### config.mk
export PLATFORM = sky130hd
export DESIGN_NAME = mem_access_unit
export DESIGN_NICKNAME = d
export VERILOG_FILES = /design/src/rtl/mem_access_unit.sv
export SDC_FILE = /design/constraint.sdc
export NUM_CORES = 1
export LEC_CHECK = 0
export CORE_UTILIZATION = 40
export CTS_CLUSTER_SIZE = 40
export DETAILED_ROUTE_END_ITERATION = 10
export HOLD_SLACK_MARGIN = 0.06
export PLACE_DENSITY_LB_ADDON = 0.25
export SLEW_MARGIN = 20
export SYNTH_ARGS = -nofsm -noshare
export SYNTH_HDL_FRONTEND = slang
export SYNTH_SLANG_ARGS = --single-unit
### constraint.sdc
create_clock -name clk -period 3.7 [get_ports clk]
set_clock_uncertainty 0.1 [all_clocks]
set_input_delay 0.925 -clock clk [delete_from_list [all_inputs] [get_ports clk]]
set_output_delay 0.925 -clock clk [all_outputs]
set_load 0.01 [all_outputs]
### src/rtl/mem_access_unit.sv
// Byte/halfword load-store sequencer in front of a byte-wide data memory.
// A 16-bit access is split into two single-byte memory cycles (low byte first).
module mem_access_unit #(
  parameter int unsigned LITTLE_ENDIAN = 1
) (
  input  logic        clk,
  input  logic        reset,
  input  logic        req_valid,
  output logic        req_ready,
  input  logic        req_write,
  input  logic        req_word,
  input  logic [7:0]  req_addr,
  input  logic [15:0] req_wdata,
  output logic        resp_valid,
  output logic [15:0] resp_rdata,
  output logic [7:0]  data_addr,
  output logic        ReadMem,
  output logic        WriteMem,
  output logic [7:0]  mem_din,
  input  logic [7:0]  mem_dout
);

  localparam bit LittleEndian = (LITTLE_ENDIAN != 0);

  typedef enum logic [1:0] {
    StIdle,
    StAcc0,
    StAcc1,
    StResp
  } state_e;

  state_e      state_q, state_d;
  logic        write_q, write_d;
  logic        word_q, word_d;
  logic [7:0]  addr_q, addr_d;
  logic [15:0] wdata_q, wdata_d;
  logic [7:0]  lo_q, lo_d;
  logic [15:0] rdata_q, rdata_d;

  logic       accept;
  logic [7:0] addr_inc;
  logic [7:0] lo_addr;
  logic [7:0] hi_addr;

  assign accept   = (state_q == StIdle) && req_valid;
  assign addr_inc = addr_q + 8'd1;

  // The low byte always goes first; only its location depends on endianness.
  assign lo_addr = (word_q && !LittleEndian) ? addr_inc : addr_q;
  assign hi_addr = LittleEndian ? addr_inc : addr_q;

  // State register
  always_ff @(posedge clk) begin
    if (reset) begin
      state_q <= StIdle;
      write_q <= 1'b0;
      word_q  <= 1'b0;
      addr_q  <= 8'h00;
      wdata_q <= 16'h0000;
      lo_q    <= 8'h00;
      rdata_q <= 16'h0000;
    end else begin
      state_q <= state_d;
      write_q <= write_d;
      word_q  <= word_d;
      addr_q  <= addr_d;
      wdata_q <= wdata_d;
      lo_q    <= lo_d;
      rdata_q <= rdata_d;
    end
  end

  // Next-state logic
  always_comb begin
    state_d = state_q;
    unique case (state_q)
      StIdle:  if (req_valid) state_d = StAcc0;
      StAcc0:  state_d = word_q ? StAcc1 : StResp;
      StAcc1:  state_d = StResp;
      StResp:  state_d = StIdle;
      default: state_d = StIdle;
    endcase
  end

  // Request latch and read-data capture
  always_comb begin
    write_d = write_q;
    word_d  = word_q;
    addr_d  = addr_q;
    wdata_d = wdata_q;
    lo_d    = lo_q;
    rdata_d = rdata_q;

    if (accept) begin
      write_d = req_write;
      word_d  = req_word;
      addr_d  = req_addr;
      wdata_d = req_wdata;
    end

    // resp_rdata only changes on the edge that enters StResp, so it holds between responses.
    unique case (state_q)
      StAcc0: begin
        if (!write_q) lo_d = mem_dout;
        if (!word_q) rdata_d = write_q ? 16'h0000 : {8'h00, mem_dout};
      end
      StAcc1:  rdata_d = write_q ? 16'h0000 : {mem_dout, lo_q};
      default: ;
    endcase
  end

  // Outputs
  always_comb begin
    req_ready  = (state_q == StIdle);
    resp_valid = (state_q == StResp);
    resp_rdata = rdata_q;
    data_addr  = 8'h00;
    ReadMem    = 1'b0;
    WriteMem   = 1'b0;
    mem_din    = 8'h00;

    unique case (state_q)
      StAcc0: begin
        data_addr = lo_addr;
        ReadMem   = !write_q && !reset;
        WriteMem  = write_q && !reset;
        mem_din   = wdata_q[7:0];
      end
      StAcc1: begin
        data_addr = hi_addr;
        ReadMem   = !write_q && !reset;
        WriteMem  = write_q && !reset;
        mem_din   = wdata_q[15:8];
      end
      default: ;
    endcase
  end

endmodule

==> results.md <==
* Post-DR wirelength/cell at 13.8 µm
* Cts hold-fix bufs at 0
* Critical path's top delay family: buffers and inverters
* CTS tree: yes
* DRC Markers at 0
* Clk buf depth at 2
* Critical path's slowest cell: clkdlybuf4s50_1
* YS warnings at 0
* Chip height at 78.9 µm
* PD cells at 603 nW/µm²
* Number of distinct library cells after synthesis at 35
* Fin. max-slew vios at 0
* Worst Tran Pin Value at 0.960 ns
* Final std cells w/o fill at 427
* Startpoint Class: flip-flop
* Most used cells in the layout excluding fill and tap cells: 71 x clkdlybuf4s50_1, 62 x nand2_1, 52 x dfxtp_1, 38 x a21oi_1, 19 x nor2_1
* Placer congestion estimate at 0.806
* Core Region at 5610 µm²
* Clock-pin slew on the worst setup and hold paths at 0.09 ns
* Max Fclk at 281 MHz
* First-pass GRT wire length at 9.95 mm
* Critical path data arrival time at 2.54 ns
* Worst skew pair latency at 0.30 ns
* Die Wd at 78.9 µm
* Starting Density at 0.421
* Slew headroom at 0.359
* Post-DP HPWL at 4.00 mm
* Layout area overhead at 36.2%
* Largest net degree at the start of global routing at 54
* Placed Area at 3100 µm²
* FF+latch count, synth at 52
* MaxCap Viol Count at 0
* Iteration-0 DRC Markers at 184
* Vias per cell at 5.32
* GRT Residual Overflow at 0
* Placed insts at 419
* Worst Path Buf+Inv at 3
* Setup crit end kind: output port
* Root buf cell: clkbuf_8
* Largest fanout on the critical path at 17
* Peak supply drop at 0.319 mV
* CTS resizes at 0
* Post-DRT Antenna Nets at 0
* R2r setup slk at 1.21 ns
* CP max stage delay at 0.56 ns
* Cells after Synth at 293
* Crit path kind: flip-flop to output port
* Crit path time final at 3.56 ns
* Period utilization at 0.963
* # rows at 27
* Mapped cell area at 2360 µm²
* Mapped Nets at 335
* Hold Vio Cnt, Final at 0
* Final setup viols at 0
* DR vias at 2271
* Total GRT Usage at 0.201
* Req. time, crit path at 2.67 ns
* Share of layout cells above drive strength 1 at 0.0479
* Setup TNS at 0 ns
* Sequential share of the synthesized area at 0.440
* Die area at 6220 µm²
* # IOs at 73
* Number of global-route vias before repair at 2114
* Most common cell after layout, fill and taps aside: clkdlybuf4s50_1
* Hold crit path type: flip-flop to flip-flop
* Initial antenna violation count at 0
* Clk sinks at 52
* CTS Buf Count at 5
* Critical-path cell list: inv_1 -> ha_1 -> inv_1 -> or3_1 -> o22ai_1 -> clkdlybuf4s50_1
* Detailed Routing Iterations Pass 1 at 4
* Post-Layout Inst Area at 3220 µm²
* Setup Fix Bufs, Post-CTS at 0
* PortBufs at 72
* Fin nets at 396
* Status: finished, final reports clean
* Final wirelength at 5.89 mm
* Pleak at 1.09 nW
* Total number of H-tree levels at 2
* Antenna diodes at 0
* Critical Path Most Common Cell: inv_1
* RSZ-0062 raised after global routing: false
* Syn Area/Cell at 8.07 µm²
-- metal layers --
layer  global-route usage  vias up  share of wire
met3               0.0379        4          0.060
met1                0.258     1028           0.45
li1                     -     1155              -
met5                    0        -              0
met4               0.0582        0         0.0071
met2                0.343       84           0.49
-- metrics by stage --
step | hold WS [ns] | power, mW | setup slack (ns) | utilization
after floorplan | 0.336 | 1.26 | 1.14 | -
after global placement | 0.341 | 1.53 | 0.570 | 0.552
after detailed placement | 0.349 | 1.55 | 0.457 | 0.552
after CTS | 0.363 | 1.95 | 0.131 | 0.574
after global routing | 0.385 | 2.07 | 0.00614 | 0.574
final | 0.362 | 1.94 | 0.138 | 0.574
-- cells in the mapped netlist, drive strengths merged --
cell,count,area (µm²)
dfxtp,52,1040
nand4,1,6.26
a21boi,1,11.3
nand3,10,55.1
a22oi,17,128
clkinv,1,3.75
a221oi,1,8.76
o32ai,8,70.1
ha,5,62.6
a21oi,38,190
nand2b,3,18.8
a31oi,2,12.5
o211ai,3,22.5
inv,14,52.6
o22ai,2,12.5
nor3,2,10.0
buf,11,57.6
or2,1,6.26
or4,2,15.0
o2111ai,8,70.1
nor3b,1,12.5
nand3b,1,7.51
and2,1,6.26
nor2,19,71.3
nor2b,2,12.5
mux2i,9,90.1
clkbuf,10,37.5
o21ai,3,15.0
or3,2,12.5
o41a,1,11.3
nand2,62,233
-- flip-flops by register name (all words and copies together), names as in the netlist --
| signal | count |
|---|---|
| addr_q | 8 |
| lo_q | 8 |
| resp_rdata | 16 |
| state_q | 2 |
| wdata_q | 16 |
| word_q | 1 |
| write_q | 1 |
-- kinds of logic (layout without fill, tap and decap cells) --
kind of cell | after synthesis | after routing | share of synthesized area
fa+ha+maj | 5 | 5 | 0.0265
flops | 52 | 52 | 0.440
buf+inv | 36 | 98 | 0.0641
simple gates | 107 | 107 | 0.197
compound gates | 84 | 84 | 0.233
mux | 9 | 9 | 0.0381
-- report_power, final --
group	switching (mW)	internal (mW)	total (mW)	leakage [nW]
clock	0.188	0.221	0.409	0.0614
sequential	0.0838	0.688	0.772	0.425
combinational	0.438	0.320	0.759	0.603
total	0.710	1.23	1.94	1.09
-- worst register-to-register path: stages, from the launching register on --
cell	delay [ns]
dfxtp_1	0.36
inv_1	0.09
ha_1	0.65
nor2b_1	0.85
mux2i_1	0.27
nor2_1	0.05
-- final timing paths --
| check | depth (start not counted) | to | from |
|---|---|---|---|
| max | 6 | data_addr[3] | state_q[1]$_SDFFE_PP0P_ |
| min | 2 | wdata_q[15]$_SDFFE_PP0P_ | wdata_q[15]$_SDFFE_PP0P_ |
| max reg2reg | 5 | lo_q[5]$_SDFFE_PP0P_ | state_q[1]$_SDFFE_PP0P_ |
| min reg2reg | 2 | wdata_q[15]$_SDFFE_PP0P_ | wdata_q[15]$_SDFFE_PP0P_ |
-- final cells by class --
cell class | instances | area (µm²)
Clock buffer | 6 | 82.6
Fill cell | 539 | 2390
Inverter | 15 | 56.3
Sequential cell | 52 | 1040
Timing Repair Buffer | 75 | 738
Clock inverter | 2 | 38.8
Multi-Input combinational cell | 205 | 1170
Tap cell | 72 | 90.1
No activity file was read; power rests on OpenSTA's default activity.
